<file path="config.mk">
export PLATFORM = sky130hd
export DESIGN_NAME = hood_mode_control
export DESIGN_NICKNAME = d
export VERILOG_FILES = /design/src/rtl/hood_mode_control.sv
export SDC_FILE = /design/constraint.sdc
export NUM_CORES = 1
export LEC_CHECK = 0
export ABC_AREA = 1
export BUFFER_PORTS_ARGS = -buffer_cell sky130_fd_sc_hd__buf_4
export CAP_MARGIN = 25
export CORE_MARGIN = 4
export CORE_UTILIZATION = 55
export CTS_CLUSTER_DIAMETER = 40
export DETAILED_ROUTE_END_ITERATION = 12
export PLACE_DENSITY = 0.86
export SYNTH_ARGS = -nofsm -noshare
export SYNTH_HDL_FRONTEND = slang
export SYNTH_SLANG_ARGS = --single-unit
export TNS_END_PERCENT = 30
</file>
<file path="constraint.sdc">
create_clock -name clk -period 1.6 [get_ports clk]
set_input_delay 0.32 -clock clk [delete_from_list [all_inputs] [get_ports clk]]
set_output_delay 0.32 -clock clk [all_outputs]
set_load 0.05 [all_outputs]
</file>
<file path="src/rtl/hood_mode_control.sv">
// hood_mode_control: range-hood operating-mode state machine.
// Consumes the registered power state and debounced key pulses, and owns
// the timed level-3 window, the delayed exit from level 3 and the
// self-clean cycle. All outputs are registered.
module hood_mode_control #(
  parameter int TICKS_PER_SEC   = 100000000,
  parameter int LEVEL3_SECS     = 60,
  parameter int EXIT_DELAY_SECS = 60,
  parameter int CLEAN_SECS      = 180
) (
  input  logic       clk,
  input  logic       reset,
  input  logic       power_state,
  input  logic       menu_key,
  input  logic       level1_key,
  input  logic       level2_key,
  input  logic       level3_key,
  input  logic       clean_key,
  output logic [2:0] mode,
  output logic [1:0] fan_level,
  output logic [7:0] remaining_secs,
  output logic       level3_used,
  output logic       clean_done
);

  // Tick counter wide enough to hold TICKS_PER_SEC-1 (27 bits at the default).
  localparam int TW = (TICKS_PER_SEC > 1) ? $clog2(TICKS_PER_SEC + 1) : 1;
  localparam logic [TW-1:0] TICK_MAX = TW'(TICKS_PER_SEC - 1);
  localparam logic [7:0] L3_LOAD    = 8'(LEVEL3_SECS);
  localparam logic [7:0] EXIT_LOAD  = 8'(EXIT_DELAY_SECS);
  localparam logic [7:0] CLEAN_LOAD = 8'(CLEAN_SECS);

  typedef enum logic [2:0] {
    OFF       = 3'd0,
    STANDBY   = 3'd1,
    MENU      = 3'd2,
    L1        = 3'd3,
    L2        = 3'd4,
    L3        = 3'd5,
    CLEAN     = 3'd6,
    EXIT_WAIT = 3'd7
  } state_t;

  state_t        state, state_next;
  logic [TW-1:0] tick, tick_next;
  logic [7:0]    rem_next;
  logic          used_next;
  logic          done_next;
  logic [1:0]    fan_next;
  logic          wrap;
  logic          expire;

  // Fan speed implied by a mode; keeps fan_level locked to mode.
  function automatic logic [1:0] fan_for(input state_t s);
    case (s)
      L1:        fan_for = 2'd1;
      L2:        fan_for = 2'd2;
      L3:        fan_for = 2'd3;
      EXIT_WAIT: fan_for = 2'd3;
      default:   fan_for = 2'd0;
    endcase
  endfunction

  assign mode = state;

  // Second boundary and last-second detection for the timed states.
  always_comb begin
    wrap   = (tick == TICK_MAX);
    expire = wrap && (remaining_secs <= 8'd1);
  end

  // Next-state, timer and flag computation.
  always_comb begin
    state_next = state;
    tick_next  = tick;
    rem_next   = remaining_secs;
    used_next  = level3_used;
    done_next  = 1'b0;

    if (!power_state) begin
      state_next = OFF;
      tick_next  = '0;
      rem_next   = 8'd0;
      used_next  = 1'b0;
    end else begin
      case (state)
        OFF: begin
          state_next = STANDBY;
        end
        STANDBY: begin
          if (menu_key) state_next = MENU;
          else          state_next = STANDBY;
        end
        MENU: begin
          if (clean_key) begin
            state_next = CLEAN;
            rem_next   = CLEAN_LOAD;
            tick_next  = '0;
          end else if (level3_key && !level3_used) begin
            state_next = L3;
            rem_next   = L3_LOAD;
            tick_next  = '0;
            used_next  = 1'b1;
          end else if (level2_key) begin
            state_next = L2;
          end else if (level1_key) begin
            state_next = L1;
          end else if (menu_key) begin
            state_next = STANDBY;
          end else begin
            state_next = MENU;
          end
        end
        L1: begin
          if (menu_key)        state_next = STANDBY;
          else if (level2_key) state_next = L2;
          else                 state_next = L1;
        end
        L2: begin
          if (menu_key)        state_next = STANDBY;
          else if (level1_key) state_next = L1;
          else                 state_next = L2;
        end
        L3: begin
          // A menu press takes precedence over a coinciding expiry.
          if (menu_key) begin
            state_next = EXIT_WAIT;
            rem_next   = EXIT_LOAD;
            tick_next  = '0;
          end else if (expire) begin
            state_next = L2;
            rem_next   = 8'd0;
            tick_next  = '0;
          end else if (wrap) begin
            rem_next  = remaining_secs - 8'd1;
            tick_next = '0;
          end else begin
            tick_next = tick + TW'(1);
          end
        end
        EXIT_WAIT, CLEAN: begin
          if (expire) begin
            state_next = STANDBY;
            rem_next   = 8'd0;
            tick_next  = '0;
            done_next  = (state == CLEAN);
          end else if (wrap) begin
            rem_next  = remaining_secs - 8'd1;
            tick_next = '0;
          end else begin
            tick_next = tick + TW'(1);
          end
        end
        default: begin
          state_next = OFF;
          tick_next  = '0;
          rem_next   = 8'd0;
          used_next  = 1'b0;
          done_next  = 1'b0;
        end
      endcase
    end
    fan_next = fan_for(state_next);
  end

  // State, timer and output registers.
  always_ff @(posedge clk or posedge reset) begin
    if (reset) begin
      state          <= OFF;
      tick           <= '0;
      fan_level      <= 2'd0;
      remaining_secs <= 8'd0;
      level3_used    <= 1'b0;
      clean_done     <= 1'b0;
    end else begin
      state          <= state_next;
      tick           <= tick_next;
      fan_level      <= fan_next;
      remaining_secs <= rem_next;
      level3_used    <= used_next;
      clean_done     <= done_next;
    end
  end

endmodule

</file>
# ---- Word level (Yosys, flattened, before mapping)
# Cells that the tools add are included.
dict set report op_classes {
  n_addsub 2
  order_cmp 1
  eq_ne 17
  muxes 37
  n_reduce_logical 8
}
# cell n
set ops {}
lappend ops {{$mux 27} 6}
lappend ops {{$pmux 27 s3} 1}
lappend ops {{$mux 8} 6}
lappend ops {{$mux 3} 11}
lappend ops {{$add 27x1->27 const B} 1}
lappend ops {{$eq 27x27->1 const B} 1}
lappend ops {{$pmux 8 s3} 1}
lappend ops {{$eq 3x3->1 const B} 7}
lappend ops {{$pmux 3 s7} 1}
lappend ops {{$eq 3x2->1 const B} 3}
lappend ops {{$le 8x1->1 const B} 1}
lappend ops {{$sub 8x1->8 const B} 1}
lappend ops {{$mux 1} 7}
lappend ops {{$mux 2} 3}
lappend ops {{$pmux 2 s3} 1}
lappend ops {{$ne 2x1->1 const B} 2}
lappend ops {{$ne 4x1->1 const B} 1}
lappend ops {{$ne 4x4->1 const B} 1}
lappend ops {{$reduce_or 2->1} 2}
lappend ops {{$eq 3x1->1 const B} 1}
lappend ops {{$logic_not 3->1} 1}
lappend ops {{$reduce_and 3->1} 1}
lappend ops {{$logic_and 1x1->1} 2}
lappend ops {{$ne 2x2->1 const B} 1}
lappend ops {{2 further kinds} 2}
dict set report word_totals {
  register_bits 42
  inputBits 8
  word_cells 71
}

# ---- Depth between registers and ports, before layout
# Gate-level depths: netlist of the first run.
dict set report logic_depth {
  depth_word 10
  mapped_depth 12
  mapped_depth_nobuf 12
}

# ---- Worst setup path before layout of the first run
# No wires, ideal clock.
dict set report synth_path {
  path_kind {reg2reg}
  startpoint {register remaining_secs[0]}
  endpoint {register fan_level[1]}
  setup_ps 117
  arrival_time_ps 1756
  path_slack_ps -274
  stages_incl_launch_ff 11
  period_less_slack_ps 1874
  cell_sequence {dfrtp_1 > inv_1 > ha_1 > o21ai_0 > nor2_1 > nand3_1 > nand2_1 > nand2_1 > nand2_1 > nor2_1 > nor2_1}
}
dict set report synth_between {
  elab_chain_len 9
}
# element line
set synth_lines {}
lappend synth_lines {{start, declared} 21} ;# output logic [7:0] remaining_secs,
lappend synth_lines {{start signal, assigned} 179} ;# remaining_secs <= rem_next;
lappend synth_lines {{$le 8x1->1 (*)} 69} ;# expire = wrap && (remaining_secs <= 8'd1);
lappend synth_lines {{$logic_and 1x1->1 (*)} 69}
lappend synth_lines {{$mux 3} 130} ;# end else if (expire) begin
lappend synth_lines {{$mux 3} 126} ;# if (menu_key) begin
lappend synth_lines {{$pmux 3 s7 (*)} 86} ;# case (state)
lappend synth_lines {{$mux 3 (*)} 80} ;# if (!power_state) begin
lappend synth_lines {{$eq 3x3->1} 55} ;# case (s)
lappend synth_lines {{$reduce_or 2->1 (no source line)} --}
lappend synth_lines {{$pmux 2 s3 (*)} 55}
lappend synth_lines {{via fan_next[1]} 49} ;# logic [1:0] fan_next;
lappend synth_lines {{end signal, assigned} 178} ;# fan_level <= fan_next;
lappend synth_lines {{end, declared} 20} ;# output logic [1:0] fan_level,
# Mark *: on every way through the listed nets, which the timed path passes. The rest lies on a longest branch.
# A chain may end at the register's enable or synchronous reset.

# ---- Worst setup path in the final report of the first run
dict set report layout_path {
  startpoint {register tick[1]}
  endpoint {register tick[12]}
}
dict set report layout_between {
  elab_chain_len 6
}
# element line
set layout_lines {}
lappend layout_lines {{start, declared} 45} ;# logic [TW-1:0] tick, tick_next;
lappend layout_lines {{start signal, assigned} 177} ;# tick <= tick_next;
lappend layout_lines {{$add 27x1->27 or $eq 27x27->1 (tied branches)} {138, 151, 68}}
lappend layout_lines {{$mux 27 or $logic_and 1x1->1 (tied branches)} {134, 147, 69}}
lappend layout_lines {{$mux 27 (*)} 142} ;# if (expire) begin
lappend layout_lines {{$mux 27} 126}
lappend layout_lines {{$pmux 27 s3 (*)} 86}
lappend layout_lines {{$mux 27 (*)} 80}
# Every way passes the cells marked *; elsewhere a longest branch is shown, timed or not.

==> results of run 1 <==
cell usage after synthesis, drive strengths merged:
master,number
a21boi,1
a21oi,12
a22oi,3
a2bb2oi,1
and2,1
buf,7
clkinv,1
dfrtp,42
ha,3
inv,69
nand2,153
nand3,37
nand3b,1
nand4,15
nor2,83
nor3,8
nor3b,1
nor4,1
o211ai,1
o21ai,18
o21bai,1
o22ai,1
o31ai,1
xor2,9
sequential cells by signal (all words and copies together) (netlist names):
signal and flops:
tick 27, remaining_secs 8, mode 3, fan_level 2
clean_done 1, level3_used 1
where the power goes:
group | total (W) | internal (W) | switching, W
registers | 0.00112 | 0.00109 | 0.0000318
logic | 0.000825 | 0.000298 | 0.000528
clock network | 0.000743 | 0.000353 | 0.000390
per-layer routing:
layer / GRT usage, % / up-vias / part of all wire [%]
met5: 0 / - / 0
met4: 15.3 / 0 / 7.1
met3: 4.76 / 79 / 7.1
met2: 47.3 / 227 / 50
met1: 30.5 / 1631 / 36
li1: - / 1669 / -
layout by cell type (no fill, tap or decap), drive strengths merged, types with 3 or more instances in the layout:
| cell type | netlist | layout |
|---|---|---|
| nand3 | 37 | 37 |
| a22oi | 3 | 3 |
| xor2 | 9 | 9 |
| a21oi | 12 | 12 |
| nor3 | 8 | 8 |
| nand2 | 153 | 153 |
| nor2 | 83 | 83 |
| clkbuf | 0 | 8 |
| inv | 69 | 69 |
| nand4 | 15 | 15 |
| o21ai | 18 | 18 |
| dfrtp | 42 | 42 |
| ha | 3 | 3 |
| buf | 7 | 96 |
cells by family after synthesis:
logic type	Yosys count
flip-flops	42
AND/OR/NAND/NOR	300
buffers and inverters	77
XOR/XNOR	9
adder cells (fa/ha/maj)	3
AO/OA/AOI/OAI	39
layout make-up:
type | instances | area [um2] | share of cell area [%]
Tap cell | 72 | 90.1 | 2.12
Sequential cell | 42 | 1060 | 24.9
Clock buffer | 8 | 90.1 | 2.12
Multi-Input combinational cell | 351 | 1970 | 46.3
Timing Repair Buffer | 96 | 769 | 18.1
Inverter | 70 | 275 | 6.46
worst reg2reg max path, cell delays in order, from the launching register on:
cell and delay (ns):
dfrtp_1 0.37, ha_2 0.21, nand3_4 0.11, inv_4 0.10, nand2_4 0.08, nor2_4 0.12, and2_4 0.18, nor2_4 0.05
buf_6 0.14, nor2_4 0.17, nor2_1 0.08
per-stage QoR:
stage	std cells	setup slack (ns)	instance area, um2	power [W]	utilization (%)
5_1_grt	639	-0.220	4260	0.00281	77.3
6_report	639	-0.136	4260	0.00269	77.3
3_3_place_gp	620	-0.131	3860	0.00186	70.0
4_1_cts	634	-0.0637	4110	0.00264	74.6
3_5_place_dp	620	-0.238	3860	0.00189	70.0
2_1_floorplan	470	-0.0551	3150	0.00164	-
timing repair:
action / in CTS / in global routing
pin swaps: 20 / 20
setup endpoints to repair: 39 / 39
gates resized for setup: 39 / 38
setup buffers: 6 / 5
final timing paths:
kind                                                 end  slack, ns
setup / recovery                    tick[12]$_DFFE_PP0P_      -0.14
hold / removal                      tick[25]$_DFFE_PP0P_       0.07
setup reg to reg                    tick[12]$_DFFE_PP0P_      -0.14
hold reg to reg                     tick[20]$_DFFE_PP0P_       0.55
max in group asynchronous  remaining_secs[2]$_DFFE_PP0P_       1.31
min in group clk                 level3_used$_DFFE_PP0P_       0.27
==> results.py, run 1 <==
metrics = {
    "routing": {
        "firstDrtPassIters": 7,
        "drtIter0Drc": 375,
        "drc": 0,
        "ant_nets": 0,
        "via_count": 3606,
        "wirelength_um": 9900,
        "via_per_inst": 5.64,
        "wire_per_inst_um": 15.5,
    },
    "critical_path": {
        "cp_max_fo": 7,
        "cp-end-kind": "flip-flop",
        "path_cells": "ha_2 > nand3_4 > inv_4 > nand2_4 > nor2_4 > and2_4 > nor2_4 > buf_6 > nor2_4 > nor2_1",
        "max_stage_delay_ns": 0.37,
        "crit_type": "reg2reg",
        "cp.depth": 10,
        "path_common_cell": "nor2_4",
        "reg2reg_from": "tick[1]$_DFFE_PP0P_",
        "cp-start-kind": "flip-flop",
        "worstSetupStartpoint": "tick[1]$_DFFE_PP0P_",
        "cp_data_arrival_time_ns": 1.92,
        "worstPathRequired_ns": 1.79,
        "rr_worst_depth": 10,
        "critPathTopFamily": "simple AND/OR/NAND/NOR gates",
        "path_buf_inv": 2,
        "critPathSlowestCell": "dfrtp_1",
    },
    "synth": {
        "synth_compound_area_share_pct": 8.08,
        "synth_area_leaders": "dfrtp_1, nand2_1, nor2_1",
        "synth_top_family_by_area": "simple AND/OR/NAND/NOR gates",
        "synth_fa_ha_area_share_pct": 1.21,
        "ys_ff_latch": 42,
        "synth_simple_gate_area_share_pct": 44.0,
        "synth-xor-area-share_pct": 2.53,
        "ys_seq_area_share_pct": 33.7,
        "syn-cell-area_um2": 3110,
        "yosys.area.top_type": "dfrtp_1",
        "synth.distinct_cells": 42,
        "muxShareOfSynthArea_pct": 0,
        "synth_nets": 481,
        "syn_area_per_cell_um2": 6.63,
        "synthCells": 470,
        "yosysTopAreaCellShare_pct": 33.7,
        "yosys_warnings": 0,
    },
    "final_layout": {
        "fillCellCount": 326,
        "antenna_cells": 0,
        "area_growth_pct": 36.7,
        "drive_gt1_share_pct": 34.2,
        "final_nets": 577,
    },
    "sta": {
        "fmax_mhz": 576,
        "fin_crit_sh_pct": 109,
        "slew-limit-headroom_pct": 80.8,
        "finClkSkew_ns": 0.0109,
        "slew_violations": 0,
        "hold_viol_final": 0,
        "setup_violations": 34,
        "rsz0062_at_grt": "true",
        "hold_slack_ns": 0.0730,
        "finalWorstSetupSlack_ns": -0.136,
        "tightest_slew_ns": 0.288,
        "fin_tns_setup_ns": -2.27,
        "period_needed_ns": 1.74,
    },
    "power_and_ir_drop": {
        "p_leak_nw": 2.03,
        "power_density_nw_per_um2": 633,
        "peakVddDrop_uv": 568,
    },
    "cts": {
        "cts_tree": "yes",
        "numCtsBuffers": 5,
        "h-tree-depth": 2,
        "clkTransAtPathRegs_ns": 0.09,
        "clockRootBuffer": "clkbuf_8",
        "clock_sinks": 42,
        "cts.path.max_buffers": 2,
        "cts_hold_buffers": 0,
        "clkLatencyLatePin_ns": 0.31,
    },
    "grt": {
        "first_global_vias": 3417,
        "grt_overflow": 0,
        "gr-usage-all-layers_pct": 26.9,
        "antenna_found_initial": 0,
        "grt_max_degree": 43,
        "grt_pass1_wl_um": 15300,
    },
    "min_path": {
        "hold_class": "in2async",
    },
    "status": {
        "violations": "negative setup slack",
        "status": "finished, violations left",
    },
    "placed_design": {
        "dp_hpwl_um": 6480,
        "place_congestion": 0.940,
        "port-buffer-count": 22,
    },
    "die": {
        "die_width_um": 83.2,
        "num_rows": 27,
        "initial_core_util_pct": 56.6,
        "dieArea_um2": 6930,
        "die_y_um": 83.2,
        "ios": 23,
        "core_area_um2": 5510,
    },
    "run": {
        "maxCapViolCount": 0,
    },
}
No activity file was read; power rests on OpenSTA's default activity.
==> inputs of run 2 (changes only) <==
--- a/config.mk
+++ b/config.mk
@@ -9,10 +9,10 @@
 export BUFFER_PORTS_ARGS = -buffer_cell sky130_fd_sc_hd__buf_4
 export CAP_MARGIN = 25
 export CORE_MARGIN = 4
-export CORE_UTILIZATION = 55
+export CORE_UTILIZATION = 50
 export CTS_CLUSTER_DIAMETER = 40
 export DETAILED_ROUTE_END_ITERATION = 12
-export PLACE_DENSITY = 0.86
+export PLACE_DENSITY = 0.8
 export SYNTH_ARGS = -nofsm -noshare
 export SYNTH_HDL_FRONTEND = slang
 export SYNTH_SLANG_ARGS = --single-unit
==> results.py, run 2 (synthesized netlist as in run 1, its figures left out) <==
metrics = {
    "routing": {
        "via_per_inst": 5.40,
        "wire_per_inst_um": 14.5,
        "via_count": 3513,
        "wirelength_um": 9430,
        "ant_nets": 0,
        "firstDrtPassIters": 7,
        "drtIter0Drc": 263,
        "drc": 0,
    },
    "critical_path": {
        "cp-start-kind": "flip-flop",
        "cp_data_arrival_time_ns": 1.97,
        "r2r_end": "tick[19]$_DFFE_PP0P_",
        "reg2reg_slack_ns": -0.15,
        "reg2reg_from": "tick[1]$_DFFE_PP0P_",
        "cp-endpoint": "tick[19]$_DFFE_PP0P_",
        "rr_worst_depth": 11,
        "worstPathRequired_ns": 1.82,
        "cp_max_fo": 3,
        "cp-end-kind": "flip-flop",
        "worstSetupStartpoint": "tick[1]$_DFFE_PP0P_",
        "crit_type": "reg2reg",
    },
    "die": {
        "ios": 23,
        "die_y_um": 86.9,
        "dieArea_um2": 7560,
        "die_width_um": 86.9,
        "num_rows": 28,
        "core_area_um2": 5990,
        "initial_core_util_pct": 52.0,
    },
    "final_layout": {
        "final_nets": 586,
        "area_growth_pct": 38.3,
        "antenna_cells": 0,
        "largest_reg_flops": 27,
        "seq_area_um2": 1060,
        "fillCellCount": 473,
        "regMostFlops": "tick",
        "final_common_cell": "nand2_1",
        "final_util_pct": 71.9,
        "stdcell_area_um2": 4310,
        "drive_gt1_share_pct": 34.9,
        "layout_common_cells": "nand2_1, buf_4, inv_1",
        "multi_input_area_um2": 1970,
    },
    "sta": {
        "fin_crit_sh_pct": 109,
        "hold_slack_ns": 0.0301,
        "fmax_mhz": 572,
        "rsz0062_at_grt": "true",
        "hold_viol_final": 0,
        "tightest_slew_ns": 0.265,
        "finalWorstSetupSlack_ns": -0.150,
        "finClkSkew_ns": 0.00887,
        "slew_violations": 0,
        "slew-limit-headroom_pct": 82.3,
        "setup_violations": 26,
        "period_needed_ns": 1.75,
    },
    "placed_design": {
        "place_congestion": 0.961,
        "pre_cts_slack_ns": -0.223,
        "port-buffer-count": 22,
        "placed_area_um2": 3920,
        "dp_hpwl_um": 6580,
    },
    "power_and_ir_drop": {
        "p_leak_nw": 2.10,
        "peakVddDrop_uv": 511,
        "power_density_nw_per_um2": 620,
    },
    "cts": {
        "cts_hold_buffers": 0,
        "h-tree-depth": 2,
        "clock_sinks": 42,
        "numCtsBuffers": 5,
        "clkLatencyLatePin_ns": 0.31,
        "cts_tree": "yes",
        "clockRootBuffer": "clkbuf_8",
        "cts.path.max_buffers": 2,
        "clkTransAtPathRegs_ns": 0.09,
    },
    "grt": {
        "antenna_found_initial": 0,
        "first_global_vias": 3377,
        "grt_overflow": 0,
        "gr-usage-all-layers_pct": 25.1,
        "grt_pass1_wl_um": 14900,
        "grt_max_degree": 43,
    },
    "min_path": {
        "hold_class": "in2async",
    },
    "status": {
        "violations": "negative setup slack",
        "status": "finished, violations left",
    },
    "run": {
        "maxCapViolCount": 0,
    },
}
-- run 2: cell count changes in the layout (fill, tap and decap cells not counted), moves of 2 or more --
cell and change:
buf_4 +11, nand2_1 +5, nand2_2 -5, o21ai_0 +4, o21ai_1 -4, inv_2 +3
inv_4 -2, nor2_2 +2
-- run 2: per-stage QoR --
step	TNS [ns]	cells	power [W]
floorplan	-0.744	470	0.00164
global placement	-2.73	632	0.00186
detailed placement	-4.76	632	0.00188
CTS	-0.261	644	0.00263
global route	-4.49	651	0.00278
finish	-1.41	651	0.00267
-- run 2: final cells by class --
class / count / share of cell area, %
clock buffers: 7 / 2.00
clock inverters: 1 / 0.116
inverters: 70 / 6.28
multi-input cells: 351 / 45.7
flip-flops and latches: 42 / 24.6
well taps: 75 / 2.18
repair buffers: 105 / 19.1
-- run 2: repair_timing --
| item | CTS | global route |
|---|---|---|
| resized for setup | 30 | 38 |
| setup buffers | 4 | 7 |
| endpoints found under the setup margin | 41 | 39 |
| pin swaps | 11 | 25 |
-- run 2: report_power, final --
group | internal (W) | leakage, nW | switching [W]
registers | 0.00109 | 0.571 | 0.0000329
clock network | 0.000349 | 0.0482 | 0.000409
logic | 0.000272 | 1.48 | 0.000512
total | 0.00171 | 2.10 | 0.000954
-- run 2: worst min path at each step --
| stage | startpoint | end | slack [ns] |
|---|---|---|---|
| 2_1_floorplan | level3_key | level3_used$_DFFE_PP0P_ | 0.46 |
| 3_3_place_gp | reset | clean_done$_DFF_PP0_ | 0.38 |
| 3_5_place_dp | reset | level3_used$_DFFE_PP0P_ | 0.39 |
| 4_1_cts | reset | tick[21]$_DFFE_PP0P_ | 0.05 |
| 5_1_grt | reset | mode[2]$_DFF_PP0_ | 0.06 |
| 6_report | reset | mode[2]$_DFF_PP0_ | 0.03 |
-- run 2: critical path, stage by stage (launching register included) --
cell     delay [ns]
dfrtp_1        0.40
buf_6          0.12
nand2_4        0.05
nor2_4         0.13
nand4_1        0.24
nor3_4         0.30
buf_4          0.16
nand2_2        0.04
nand2_2        0.06
nand3_2        0.06
nand2_1        0.06
inv_1          0.04
-- run 2: layer usage --
metal	GRT usage, %	part of all wire (%)	up-vias
li1	-	-	1694
met4	12.3	4.2	0
met1	29.7	39	1633
met5	0	0	-
met3	4.54	6.4	44
met2	43.6	51	142
